<file path="src/rtl/mult_pool_alloc.sv">
// Multiplier pool allocator: grants free multiplier indices one per handshake,
// lowest free first, and tracks pool occupancy with release handling.
module mult_pool_alloc #(
    parameter int NMULT = 64,
    parameter int IDW   = 6,
    parameter int CNTW  = 16
) (
    input  logic             clk,
    input  logic             rstn,
    input  logic             req_valid,
    input  logic [CNTW-1:0]  req_count,
    output logic             req_ready,
    input  logic             abort,
    output logic             grant_valid,
    input  logic             grant_ready,
    output logic [IDW-1:0]   grant_idx,
    output logic             grant_last,
    output logic             done,
    output logic             aborted,
    input  logic             rel_valid,
    input  logic [IDW-1:0]   rel_idx,
    output logic [NMULT-1:0] busy_map,
    output logic [IDW:0]     free_count,
    output logic             rel_err
);

    typedef enum logic [1:0] {IDLE, SCAN, STALL} state_t;

    state_t           state;
    logic [CNTW-1:0]  remaining;
    logic             rel_in, rel_ok, rel_bad, grant_fire, full_next;
    logic [NMULT-1:0] grant_mask, rel_mask, map_next;
    logic [IDW-1:0]   nxt_idx;

    assign req_ready   = (state == IDLE);
    assign grant_valid = (state == SCAN);

    // abort wins over a handshake in the same cycle
    assign grant_fire = (state == SCAN) && grant_ready && !abort;
    assign rel_in     = ({1'b0, rel_idx} < (IDW+1)'(NMULT));
    assign rel_ok     = rel_valid && rel_in && busy_map[rel_idx];
    assign rel_bad    = rel_valid && !rel_ok;

    // Map as it will be after this edge; the next offered index is taken from it
    // so a release at this edge is grantable in the very next cycle.
    always_comb begin
        grant_mask = '0;
        rel_mask   = '0;
        if (grant_fire) grant_mask[grant_idx] = 1'b1;
        if (rel_ok)     rel_mask[rel_idx]     = 1'b1;
        map_next = (busy_map | grant_mask) & ~rel_mask;
        nxt_idx  = '0;
        for (int i = NMULT - 1; i >= 0; i--)
            if (!map_next[i]) nxt_idx = IDW'(i);
    end

    assign full_next = &map_next;

    always_ff @(posedge clk or negedge rstn) begin
        if (!rstn) begin
            state      <= IDLE;
            remaining  <= '0;
            busy_map   <= '0;
            free_count <= (IDW+1)'(NMULT);
            grant_idx  <= '0;
            grant_last <= 1'b0;
            done       <= 1'b0;
            aborted    <= 1'b0;
            rel_err    <= 1'b0;
        end else begin
            busy_map   <= map_next;
            free_count <= free_count + (IDW+1)'(rel_ok) - (IDW+1)'(grant_fire);
            done       <= 1'b0;
            aborted    <= 1'b0;
            if (rel_bad) rel_err <= 1'b1;
            case (state)
                IDLE: begin
                    if (req_valid) begin
                        remaining <= req_count;
                        if (req_count == '0) begin
                            done <= 1'b1;
                        end else if (full_next) begin
                            state <= STALL;
                        end else begin
                            state      <= SCAN;
                            grant_idx  <= nxt_idx;
                            grant_last <= (req_count == CNTW'(1));
                        end
                    end
                end
                SCAN: begin
                    if (abort) begin
                        state      <= IDLE;
                        aborted    <= 1'b1;
                        grant_last <= 1'b0;
                    end else if (grant_fire) begin
                        remaining <= remaining - CNTW'(1);
                        if (remaining == CNTW'(1)) begin
                            state      <= IDLE;
                            done       <= 1'b1;
                            grant_last <= 1'b0;
                        end else if (full_next) begin
                            state      <= STALL;
                            grant_last <= 1'b0;
                        end else begin
                            grant_idx  <= nxt_idx;
                            grant_last <= (remaining == CNTW'(2));
                        end
                    end
                end
                STALL: begin
                    if (abort) begin
                        state   <= IDLE;
                        aborted <= 1'b1;
                    end else if (!full_next) begin
                        state      <= SCAN;
                        grant_idx  <= nxt_idx;
                        grant_last <= (remaining == CNTW'(1));
                    end
                end
                default: state <= IDLE;
            endcase
        end
    end

endmodule

</file>
<file path="config.mk">
export PLATFORM = sky130hd
export DESIGN_NAME = mult_pool_alloc
export DESIGN_NICKNAME = d
export VERILOG_FILES = /design/src/rtl/mult_pool_alloc.sv
export SDC_FILE = /design/constraint.sdc
export NUM_CORES = 1
export LEC_CHECK = 0
export ABC_AREA = 1
export CAP_MARGIN = 20
export CORE_MARGIN = 2
export CORE_UTILIZATION = 35
export CTS_CLUSTER_DIAMETER = 30
export CTS_CLUSTER_SIZE = 8
export DETAILED_ROUTE_END_ITERATION = 8
export GPL_ROUTABILITY_DRIVEN = 1
export PLACE_DENSITY = 0.54
export RECOVER_POWER = 100
export SETUP_SLACK_MARGIN = 0.4
export SLEW_MARGIN = 20
export SYNTH_ARGS = -nofsm -noshare
export SYNTH_HDL_FRONTEND = slang
export SYNTH_SLANG_ARGS = --single-unit
export TNS_END_PERCENT = 30
</file>
<file path="constraint.sdc">
create_clock -name clk -period 4.8 [get_ports clk]
set_input_delay 0.48 -clock clk [delete_from_list [all_inputs] [get_ports clk]]
set_output_delay 0.48 -clock clk [all_outputs]
set_load 0.01 [all_outputs]
</file>
* Word level (Yosys, flattened, before mapping)
Cells that the tools add are included.
** Operators by class
- Add/subtract/negate cells :: 3
- Magnitude comparators :: 4
- Equality and inequality tests :: 16
- Multiplexer cells :: 112
- Bitwise operators :: 3
- Reduce and logical (&&, ||, !) cells :: 18
** Operators by type and width (number)
- 6-bit two-way mux :: 71
- 64-bit two-way mux :: 2
- 64-bit AND :: 1
- 64-bit inverter :: 1
- 64-bit OR :: 1
- 64-bit AND reduction :: 1
- 16-bit two-way mux :: 3
- 16-bit by 1-bit equality test with 1-bit output, second input constant :: 2
- 16-bit case mux with 2 select lines :: 1
- 1-bit two-way mux :: 19
- 2-bit two-way mux :: 9
- 6-bit case mux with 3 select lines :: 1
- 16-bit by 2-bit equality test with 1-bit output, second input constant :: 1
- 16-bit logical NOT :: 1
- 16-bit by 1-bit subtractor with 16-bit output, second input constant :: 1
- 6-bit by 7-bit < comparator with 1-bit output, second input constant :: 2
- 2-bit != test, second input constant :: 7
- 7-bit AND reduction :: 2
- 1-bit demux with 6-bit select :: 2
- 6-bit by 1-bit greater-or-equal comparator with 1-bit output, second input constant :: 2
- 7-bit by 1-bit adder with 7-bit output :: 1
- 7-bit by 1-bit subtractor with 7-bit output :: 1
- 1-bit binary-select mux with 6-bit select :: 1
- 1-bit logical AND :: 6
- 16 further kinds :: 17
** Storage, ports and cells
- Flip-flop bits (word level) :: 99
- Bits of input ports :: 28
- Output and inout port bits :: 83
- Word-level logic and storage cells :: 165

* Depth between registers and ports, before layout
Gate-level depths: netlist of run 1.
- Word-level depth :: 76
- Mapped depth :: 80
- Gate-level depth less buffers :: 78

* Worst setup path before layout of run 1
Ideal clock, no wire load.
- Path kind :: in2reg
- Start :: input port rel_idx[0]
- End :: register free_count[6]
- Setup time :: 0.083 ns
- Arrival :: 4.439 ns
- Required time :: 4.717 ns
- Path slack :: 0.278 ns
- Cell stages on the path :: 26
- Path buffers :: 7
- Path through :: buf_6 -> inv_6 -> buf_6 -> nand2_1 -> nand3_1 -> nand2_1 -> o21ai_0 -> nand2_1 -> nor2_2 -> nand2_4 -> nand2_4 -> buf_2 -> buf_1 -> clkbuf_1 -> clkbuf_1 -> clkbuf_1 -> ha_1 -> inv_1 -> ha_1 -> inv_1 -> fa_1 -> o21ai_0 -> a21oi_1 -> nor2_1 -> nor2_1 -> xor2_1
** Between the ends
- Longest elaborated chain between the ends :: 5
** Ends and longest elaborated chain
- from (decl) :: RTL line 21 : input logic [IDW-1:0] rel_idx,
- 1-bit binary-select mux with 6-bit select :: RTL line 41 : assign rel_ok = rel_valid && rel_in && busy_map[rel_idx];
- 1-bit two-way mux (implied by the code) :: RTL line 41
- 1-bit logical AND :: RTL line 41
- 7-bit by 1-bit adder with 7-bit output :: RTL line 72 : free_count <= free_count + (IDW+1)'(rel_ok) - (IDW+1)'(grant_fire);
- 7-bit by 1-bit subtractor with 7-bit output :: RTL line 72
- to (signal assigned) :: RTL line 64 : free_count <= (IDW+1)'(NMULT);
- to (signal assigned) :: RTL line 72
- to (decl) :: RTL line 23 : output logic [IDW:0] free_count,
No other way between the ends. The select of a mux whose other input is x is not followed.
A chain may end at the register's enable or synchronous reset.

* Worst setup path in the final report of run 1
- Start :: register state[1]
- End :: register grant_idx[0]
** Between the ends
- Elaborated cells between the ends (all ways) :: 89
- Classes of those cells :: eq/ne (8); mux (73); bitwise (2); reduce/logical (6)
** RTL lines
- from (decl) :: RTL line 29 : state_t state;
- from (signal assigned) :: RTL line 61 : state <= IDLE;
- from (signal assigned) :: RTL line 83 : state <= STALL;
- from (signal assigned) :: RTL line 85 : state <= SCAN;
- 2-bit by 1-bit equality test with 1-bit output (*) :: RTL line 39 : assign grant_fire = (state == SCAN) && grant_ready && !abort;
- 1-bit logical AND (*) (2 in a row) :: RTL line 39
- 64-bit two-way mux (*) :: RTL line 49 : if (grant_fire) grant_mask[grant_idx] = 1'b1;
- 64-bit OR (*) :: RTL line 51 : map_next = (busy_map | grant_mask) & ~rel_mask;
- 64-bit AND (*) :: RTL line 51
- net map_next[61] :: RTL line 32 : logic [NMULT-1:0] grant_mask, rel_mask, map_next;
- 6-bit two-way mux (62 in a row) :: RTL line 54 : if (!map_next[i]) nxt_idx = IDW'(i);
- 6-bit two-way mux (*) :: RTL line 82, 102, 115
- 6-bit two-way mux :: RTL line 98 : if (remaining == CNTW'(1)) begin
- 6-bit two-way mux :: RTL line 96 : end else if (grant_fire) begin
- 6-bit two-way mux :: RTL line 92 : if (abort) begin
- 6-bit case mux with 3 select lines (*) :: RTL line 76 : case (state)
- to (signal assigned) :: RTL line 86 : grant_idx <= nxt_idx;
- to (signal assigned) :: RTL line 106 : grant_idx <= nxt_idx;
- to (signal assigned) :: RTL line 117 : grant_idx <= nxt_idx;
- to (decl) :: RTL line 16 : output logic [IDW-1:0] grant_idx,
Mark *: on every way through the listed nets, which the timed path passes. The rest lies on a longest branch. The select of a mux whose other input is x is not followed.

==> metrics.md, run 1 <==
| Metric | Value |
|---|---|
| Multi-input logic area | between 3000 and 4000 um^2 |
| Skew final | a little under 0.009 ns |
| Source of the critical timing path | state[1] |
| Commonest register cell after synthesis | sky130_fd_sc_hd__dfrtp_1 |
| Area enclosed by the die boundary | 20,390 um^2 |
| Total power per unit cell area | about 380 nW/um^2 |
| Endpoint kind of the worst setup timing path | register |
| Async set-or-reset flop fraction in the synthesized netlist | 100.0% |
| Worst hold path class | register to register |
| Setup tns final | 0 ns |
| Cell area after placement | 8931 um^2 |
| Worst setup SP type | register |
| Clk pin slew, worst setup/hold paths | approximately 0.08 ns |
| CTS Buf Count | 9 |
| Critical Path Max Stage Delay | 0.39 ns |
| Sequential element share of the synthesized area | 36.77% |
| Diodes inserted | 0 |
| Worst slew margin relative to its limit | -139.4% |
| Crit Reg-Reg Startpoint | state[1] |
| DIE WIDTH | around 140 um |
| CTS tree | built |
| RSZ-0062 raised after global routing | yes |
| Synthesis-stage register bit count | 99 |
| Fraction of final layout cells with drive strength greater than 1 | between 10% and 20% |
| Nets | roughly 1.2k |
| Mean routed wirelength per cell | 17.04 um |
| Average via count per standard cell | about 5 |
| Total setup violations reported at the end of the flow | 0 |
| I/O pin count | between 100 and 150 |
| Endpoint of the worst setup timing path | grant_idx[0] |
| Number of antenna violations at the first check in global routing | 0 |
| Count of input and output buffers | 110 |
| Layout fillers | roughly 1.9k |
| Count of final hold-check violations | 0 |
| Final weighted congestion in routability-driven placement | between 0.9 and 1 |
| Number of global-route vias before repair | a little over 7k |
| Syn Std Cell Area | between 6000 and 7000 um^2 |
| Max capacitance violation total | 1 |
| Leak Pwr | 4.476 nW |
| Cells after synthesis | between 900 and 1k |
| Required time of the critical path | around 5.1 ns |
| Peak supply drop | 272.1 uV |
| Global-route wire length before repair | 38,720 um |
| Final standard cell area without fillers | between 9000 and 10,000 um^2 |
| Avg Cell Area, Syn | 6.929 um^2 |
| Core ar. | ~19,000 um^2 |
| Worst r2r dst | grant_idx[0] |
| Total number of placement rows | 50 |
| CTS root buffer | sky130_fd_sc_hd__clkbuf_16 |
| Clk sinks | 99 |
| Detailed Route Iter0 Violations | between 500 and 600 |
| CP max FO | 5 |
| Number of instances in the placed design | ~1.4k |
| Register-to-register path setup slack | 0.05 ns |
| Transition time at the pin with the least slew margin | 3.591 ns |
| Via total after detailed routing | between 7k and 8k |
| Routed wire length | about 25,000 um |
| GRT Overall Usage | 24.94% |
| Count of flip-flops with a built-in enable after synthesis | 0 |
| Effective utilization at floorplan | 35.80% |
| Number of standard cells in the final layout excluding fillers | around 1.5k |
| Global route total overflow | 0 |
| Maximum clock path buffer count | 2 |
| Latest clock arrival within the worst-skew pair | 0.37 ns |
| Most used cell along the critical path | sky130_fd_sc_hd__nand2_1 |
| Max Transition Viols Final | 67 |
| Number of H-tree levels | 3 |
| Number of search-and-repair iterations in the first detailed-routing pass | 6 |
| Arrival time of the worst setup path | 5.01 ns |
| Register area | 2479 um^2 |
| Outcome | complete, but fails checks |
| DP Wirelength | between 15,000 and 20,000 um |
| Y dimension of the die | roughly 140 um |
| Portion of the clock cycle consumed by the worst path in the final layout | between 90% and 100% |
| Crit path kind | register to register |
| Cts hold-fix bufs | 0 |
| Nets in the synthesized netlist | a little over 1k |
| CP max-delay cell | sky130_fd_sc_hd__dfrtp_1 |
| Length in cells of the worst reg-to-reg path | 73 |
| Drt drc | 0 |
| Maximum number of pins on one net before global-route repair | 67 |
| Synthesis warning total | 0 |
| Hold path startpoint | rel_err |
| Failing checks | max-capacitance violations, max-slew violations |
| Total power of the final layout | between 0.003 and 0.004 W |
| Highest attainable clock frequency | 210.5 MHz |
| Growth of design area from synthesis to finish | 41.24% |
| Number of distinct library cell variants in the gate-level netlist after synthesis | 45 |
| Crit path time final | approximately 4.7 ns |
| Post-route ant nets | 0 |
[stage by stage]
stage,hold slack (ns),worst slack (ns),utilization (%)
after floorplan,0.1844,0.3877,-
after global placement,0.4549,-0.8543,47.43
after detailed placement,0.4527,-0.8606,47.43
after CTS,0.2617,0.02240,50.11
after global routing,0.4765,-0.6640,50.56
final,0.4653,0.05036,50.56
[cell usage after synthesis (2+ instances only)]
cell type,number,area [um^2]
sky130_fd_sc_hd__a21oi_1,16,80.08
sky130_fd_sc_hd__a22oi_1,3,22.52
sky130_fd_sc_hd__a31oi_1,3,18.77
sky130_fd_sc_hd__buf_1,2,7.510
sky130_fd_sc_hd__buf_2,3,15.01
sky130_fd_sc_hd__buf_6,7,78.83
sky130_fd_sc_hd__clkbuf_1,9,33.78
sky130_fd_sc_hd__clkinv_1,8,30.03
sky130_fd_sc_hd__dfrtp_1,98,2452
sky130_fd_sc_hd__ha_1,14,175.2
sky130_fd_sc_hd__inv_1,150,563.0
sky130_fd_sc_hd__inv_2,10,37.54
sky130_fd_sc_hd__nand2_1,281,1055
sky130_fd_sc_hd__nand2_4,2,22.52
sky130_fd_sc_hd__nand3_1,33,165.2
sky130_fd_sc_hd__nand4_1,2,12.51
sky130_fd_sc_hd__nor2_1,87,326.6
sky130_fd_sc_hd__nor2_2,5,31.28
sky130_fd_sc_hd__nor3_1,23,115.1
sky130_fd_sc_hd__nor4_1,4,25.02
sky130_fd_sc_hd__o211ai_1,9,67.56
sky130_fd_sc_hd__o21ai_0,68,340.3
sky130_fd_sc_hd__o21ai_1,6,30.03
sky130_fd_sc_hd__o21bai_1,34,255.2
sky130_fd_sc_hd__o22ai_1,5,31.28
sky130_fd_sc_hd__o31ai_1,63,473.0
sky130_fd_sc_hd__xnor2_1,3,26.28
sky130_fd_sc_hd__xor2_1,8,70.07
[layout by cell type (no fill, tap or decap), types with 2 or more instances in the layout]
cell / synthesis / final
sky130_fd_sc_hd__xnor2_1: 3 / 3
sky130_fd_sc_hd__o22ai_1: 5 / 5
sky130_fd_sc_hd__nor3_2: 1 / 8
sky130_fd_sc_hd__a31oi_1: 3 / 3
sky130_fd_sc_hd__xor2_1: 8 / 8
sky130_fd_sc_hd__nor3_1: 23 / 15
sky130_fd_sc_hd__nand3_2: 0 / 3
sky130_fd_sc_hd__o211ai_1: 9 / 9
sky130_fd_sc_hd__o31ai_1: 63 / 61
sky130_fd_sc_hd__nand2_1: 281 / 271
sky130_fd_sc_hd__nand4_1: 2 / 2
sky130_fd_sc_hd__clkbuf_1: 9 / 2
sky130_fd_sc_hd__o21bai_1: 34 / 34
sky130_fd_sc_hd__clkinv_4: 0 / 2
sky130_fd_sc_hd__nand2_2: 0 / 10
sky130_fd_sc_hd__clkbuf_16: 0 / 10
sky130_fd_sc_hd__nor4_1: 4 / 4
sky130_fd_sc_hd__inv_2: 10 / 16
sky130_fd_sc_hd__dfrtp_1: 98 / 98
sky130_fd_sc_hd__buf_4: 1 / 117
sky130_fd_sc_hd__nand3_1: 33 / 30
sky130_fd_sc_hd__nor2_1: 87 / 87
sky130_fd_sc_hd__dlygate4sd2_1: 0 / 2
sky130_fd_sc_hd__clkinv_1: 8 / 7
sky130_fd_sc_hd__buf_2: 3 / 2
sky130_fd_sc_hd__clkdlybuf4s50_1: 0 / 75
sky130_fd_sc_hd__o31ai_2: 1 / 3
sky130_fd_sc_hd__inv_1: 150 / 144
sky130_fd_sc_hd__o21ai_2: 1 / 5
sky130_fd_sc_hd__o21ai_0: 68 / 67
sky130_fd_sc_hd__a21oi_1: 16 / 16
sky130_fd_sc_hd__a22oi_1: 3 / 3
sky130_fd_sc_hd__ha_1: 14 / 13
sky130_fd_sc_hd__clkinv_2: 0 / 2
sky130_fd_sc_hd__buf_12: 0 / 5
sky130_fd_sc_hd__o21ai_4: 0 / 2
sky130_fd_sc_hd__nor2_4: 1 / 6
sky130_fd_sc_hd__dlygate4sd3_1: 0 / 28
[layer usage]
| metal | vias up | GRT usage [%] | routed length, um | share of wire (%) |
|---|---|---|---|---|
| met3 | 49 | 5.198 | 1519 | 6.1 |
| met1 | 3408 | 32.57 | 11050 | 44 |
| met5 | - | 0 | 0 | 0 |
| met4 | 0 | 8.859 | 753 | 3.0 |
| li1 | 3604 | - | - | - |
| met2 | 233 | 40.97 | 11580 | 47 |
[layout make-up]
type | count | share of cell area [%]
Timing Repair Buffer | 235 | 22.02
Multi-Input combinational cell | 683 | 38.45
Inverter | 169 | 6.807
Sequential cell | 99 | 26.03
Tap cell | 260 | 3.417
Clock buffer | 10 | 2.510
Clock inverter | 6 | 0.7622
[critical path, delay by kind of cell (launching register included)]
kind / cells / cell delay [ns]
adder cells (fa/ha/maj): 1 / 0.14
AND/OR/NAND/NOR: 66 / 3.44
buffers and inverters: 4 / 0.27
flip-flops: 1 / 0.39
AO/OA/AOI/OAI: 2 / 0.39
[power by group]
group	switching, W	internal [W]
clock	0.000362	0.000426
combinational	0.000953	0.000714
sequential	0.000137	0.00102
total	0.00145	0.00216
[how the worst min path moves through the flow]
stage                    to  slack, ns  cells past startpoint
2_1_floorplan       aborted       0.18                      0
3_3_place_gp        rel_err       0.45                      1
3_5_place_dp        rel_err       0.45                      1
4_1_cts        busy_map[35]       0.26                      1
5_1_grt             rel_err       0.48                      1
6_report            rel_err       0.47                      1
[logic make-up after synthesis]
group,synth area share [%]
simple gates,26.74
compound gates,20.40
buf+inv,11.60
flops,36.77
fa+ha+maj,2.895
xor+xnor,1.429
mux,0.1670
[flip-flops by register name, summed over array words and instances, names as in the netlist]
register	count
aborted	1
grant_last	1
remaining	16
rel_err	1
grant_idx	6
busy_map	64
free_count	7
done	1
state	2
[repair_timing]
| item | CTS | global route |
|---|---|---|
| setup endpoints to repair | 5 | 3 |
| pin swaps | 15 | 9 |
| gates cloned | 0 | 1 |
| gates resized for setup | 53 | 15 |
| buffers inserted | 5 | 2 |
No activity file was read; power rests on OpenSTA's default activity.
==> run 2: changes to the inputs <==
--- a/config.mk
+++ b/config.mk
@@ -13,6 +13,7 @@
 export CTS_CLUSTER_SIZE = 8
 export DETAILED_ROUTE_END_ITERATION = 8
 export GPL_ROUTABILITY_DRIVEN = 1
+export MAX_ROUTING_LAYER = met4
 export PLACE_DENSITY = 0.54
 export RECOVER_POWER = 100
 export SETUP_SLACK_MARGIN = 0.4
==> metrics.md, run 2 (synthesis results as in run 1) <==
| Metric | Value |
|---|---|
| Average via count per standard cell | 5.041 (was 4.989) |
| Number of antenna violations at the first check in global routing | 0 (unchanged) |
| Most used cell along the critical path | sky130_fd_sc_hd__nand2_1 (unchanged) |
| Number of global-route vias before repair | 7,224 (was 7,218) |
| CTS root buffer | sky130_fd_sc_hd__clkbuf_16 (unchanged) |
| Post-route ant nets | 0 (unchanged) |
| Total setup violations reported at the end of the flow | 1 (was 0) |
| Registers with the highest flip-flop counts | busy_map (64), remaining (16), free_count (7) (unchanged) |
| Worst setup SP type | input port (was register) |
| Final cell utilization of the core | 51.47% (was 50.56%) |
| CP max FO | 7 (was 5) |
| Maximum clock path buffer count | 2 (unchanged) |
| Fraction of power spent switching nets | 40.04% (was 40.15%) |
| Layout fillers | 1,949 (was 1,881) |
| RSZ-0062 raised after global routing | yes (unchanged) |
| Register-to-register path setup slack | 0.01 ns (was 0.05 ns) |
| Core ar. | 18,830 um^2 (unchanged) |
| Worst slack after detailed placement | -0.9155 ns (was -0.8606 ns) |
| Total number of placement rows | 50 (unchanged) |
| I/O pin count | 111 (unchanged) |
| Count of input and output buffers | 110 (unchanged) |
| Register ranked first by flip-flop count | busy_map (unchanged) |
| Count of final hold-check violations | 0 (unchanged) |
| Outcome | complete, but fails checks (unchanged) |
| Max Transition Viols Final | 67 (unchanged) |
| Clk network pwr share | 21.5% (was 21.8%) |
| Final weighted congestion in routability-driven placement | 0.9987 (was 0.9563) |
| Number of search-and-repair iterations in the first detailed-routing pass | 5 (was 6) |
| Latest clock arrival within the worst-skew pair | 0.36 ns (was 0.37 ns) |
| Clk pin slew, worst setup/hold paths | 0.07 ns (was 0.08 ns) |
| Final worst slack | -0.08373 ns (was 0.05036 ns) |
| Total power per unit cell area | 371.2 nW/um^2 (was 379.8 nW/um^2) |
| DIE WIDTH | 142.8 um (unchanged) |
| Area enclosed by the die boundary | 20,390 um^2 (unchanged) |
| Sequential Power Share | 32.2% (was 32.1%) |
| Global route total overflow | 0 (unchanged) |
| Critical Path Max Stage Delay | 0.27 ns (was 0.39 ns) |
| Y dimension of the die | 142.8 um (unchanged) |
| CTS tree | built (unchanged) |
| Failing checks | max-capacitance violations, max-slew violations, negative setup slack (was max-capacitance violations, max-slew violations) |
| Required time of the critical path | 5.05 ns (was 5.06 ns) |
| Detailed Route Iter0 Violations | 586 (was 548) |
| CP max-delay cell | sky130_fd_sc_hd__o31ai_1 (was sky130_fd_sc_hd__dfrtp_1) |
| Number of buffers and inverters on the critical path | 5 (was 4) |
| Highest attainable clock frequency | 204.8 MHz (was 210.5 MHz) |
| Clk sinks | 99 (unchanged) |
| Mean routed wirelength per cell | 17.21 um (was 17.04 um) |
| Global-route wire length before repair | 39,610 um (was 38,720 um) |
| Portion of the clock cycle consumed by the worst path in the final layout | 101.7% (was 98.95%) |
| Skew final | 0.01059 ns (was 0.008856 ns) |
| Fraction of final layout cells with drive strength greater than 1 | 18.21% (was 17.14%) |
| Maximum number of pins on one net before global-route repair | 67 (unchanged) |
| Most frequent standard cell in the layout excluding fill and tap cells | sky130_fd_sc_hd__nand2_1 (unchanged) |
| Max capacitance violation total | 1 (unchanged) |
| Internal power component | 0.002157 W (was 0.002164 W) |
| Worst hold path class | register to register (unchanged) |
| Peak supply drop | 232.4 uV (was 272.1 uV) |
| CTS Buf Count | 9 (unchanged) |
| Number of H-tree levels | 3 (unchanged) |
| Drt drc | 0 (unchanged) |
| DP Wirelength | 19,130 um (was 18,590 um) |
| Worst Hold Slack | 0.4733 ns (was 0.4653 ns) |
| Comb pwr share | 46.3% (was 46.1%) |
| Cell type group with the largest total delay on the critical path | simple AND/OR/NAND/NOR gates (unchanged) |
| Leak Pwr | 4.603 nW (was 4.476 nW) |
| Endpoint kind of the worst setup timing path | register (unchanged) |
| Crit path time final | 4.884 ns (was 4.750 ns) |
| Crit path kind | input port to register (was register to register) |
| Cts hold-fix bufs | 0 (unchanged) |
| Most frequent cells in the layout | 268 x sky130_fd_sc_hd__nand2_1, 148 x sky130_fd_sc_hd__inv_1, 132 x sky130_fd_sc_hd__buf_4 (was 271 x sky130_fd_sc_hd__nand2_1, 144 x sky130_fd_sc_hd__inv_1, 117 x sky130_fd_sc_hd__buf_4) |
| Max reg flops | 64 (unchanged) |
| Worst slew margin relative to its limit | -140.4% (was -139.4%) |
| Nets | 1,257 (was 1,240) |
| GRT Overall Usage | 26.38% (was 24.94%) |
| Routed wire length | 25,480 um (was 24,910 um) |
| Transition time at the pin with the least slew margin | 3.606 ns (was 3.591 ns) |
| Effective utilization at floorplan | 35.80% (unchanged) |
| Arrival time of the worst setup path | 5.14 ns (was 5.01 ns) |
| Total net switching power | 0.001440 W (was 0.001452 W) |
| Via total after detailed routing | 7,460 (was 7,294) |
| Growth of design area from synthesis to finish | 43.76% (was 41.24%) |
## run 2: cell types whose count changed in the layout (fill, tap and decap cells not counted), sizes merged
cell / change
buf: +17
diode: +1
dlygate4sd2: -1
clkinvlp: +1
clkbuf: -1
dlygate4sd3: +28
clkdlybuf4s15: +2
inv: +1
clkdlybuf4s50: -28
clkinv: -2
## run 2: path summary, 6_finish.rpt
check                           start           end  cells past startpoint
hold / removal                rel_err       rel_err                      1
hold reg to reg               rel_err       rel_err                      1
setup reg to reg             state[1]  grant_idx[0]                     74
setup / recovery           rel_idx[0]  grant_idx[0]                     74
max in group asynchronous        rstn   busy_map[2]                      2
min in group asynchronous        rstn  busy_map[38]                      1
## run 2: repair_timing
action,in CTS,in global routing
cloned,1,0
setup endpoints to repair,3,4
gates resized for setup,52,19
pin swaps,12,22
setup buffers,10,4
## run 2: final cells by class
| cell class | count | area, um^2 | area share [%] |
|---|---|---|---|
| Clock buffer | 10 | 239.0 | 2.466 |
| Sequential cell | 99 | 2479 | 25.57 |
| Timing Repair Buffer | 252 | 2261 | 23.33 |
| Inverter | 169 | 644.4 | 6.649 |
| Multi-Input combinational cell | 683 | 3670 | 37.86 |
| Antenna cell | 1 | 2.502 | 0.02582 |
| Tap cell | 260 | 325.3 | 3.357 |
| Clock inverter | 6 | 71.32 | 0.7359 |
## run 2: layer usage
layer  vias to the layer above  GRT usage (%)  part of all wire (%)
li1                       3631              -                     -
met5                         -              -                     0
met4                         0          8.442                   2.8
met2                       306          41.47                    46
met3                        57          3.622                   7.1
met1                      3466          35.35                    44
## run 2: power groups by stage
stage               logic [W]  registers, W  clock network, W
global placement      0.00164       0.00117                 0
global route          0.00187       0.00119          0.000832
detailed placement    0.00165       0.00117                 0
finish                0.00167       0.00116          0.000773
CTS                   0.00169       0.00116          0.000791
floorplan            0.000959       0.00121                 0
## run 2: per-stage QoR
stage	cell area, um^2	TNS [ns]	cells	power, W
floorplan	6760	0	973	0.002164
global placement	9031	-1.347	1448	0.002815
detailed placement	9031	-1.323	1448	0.002827
CTS	9589	-0.05780	1475	0.003644
global route	9689	-0.7296	1479	0.003889
finish	9692	-0.08373	1480	0.003598
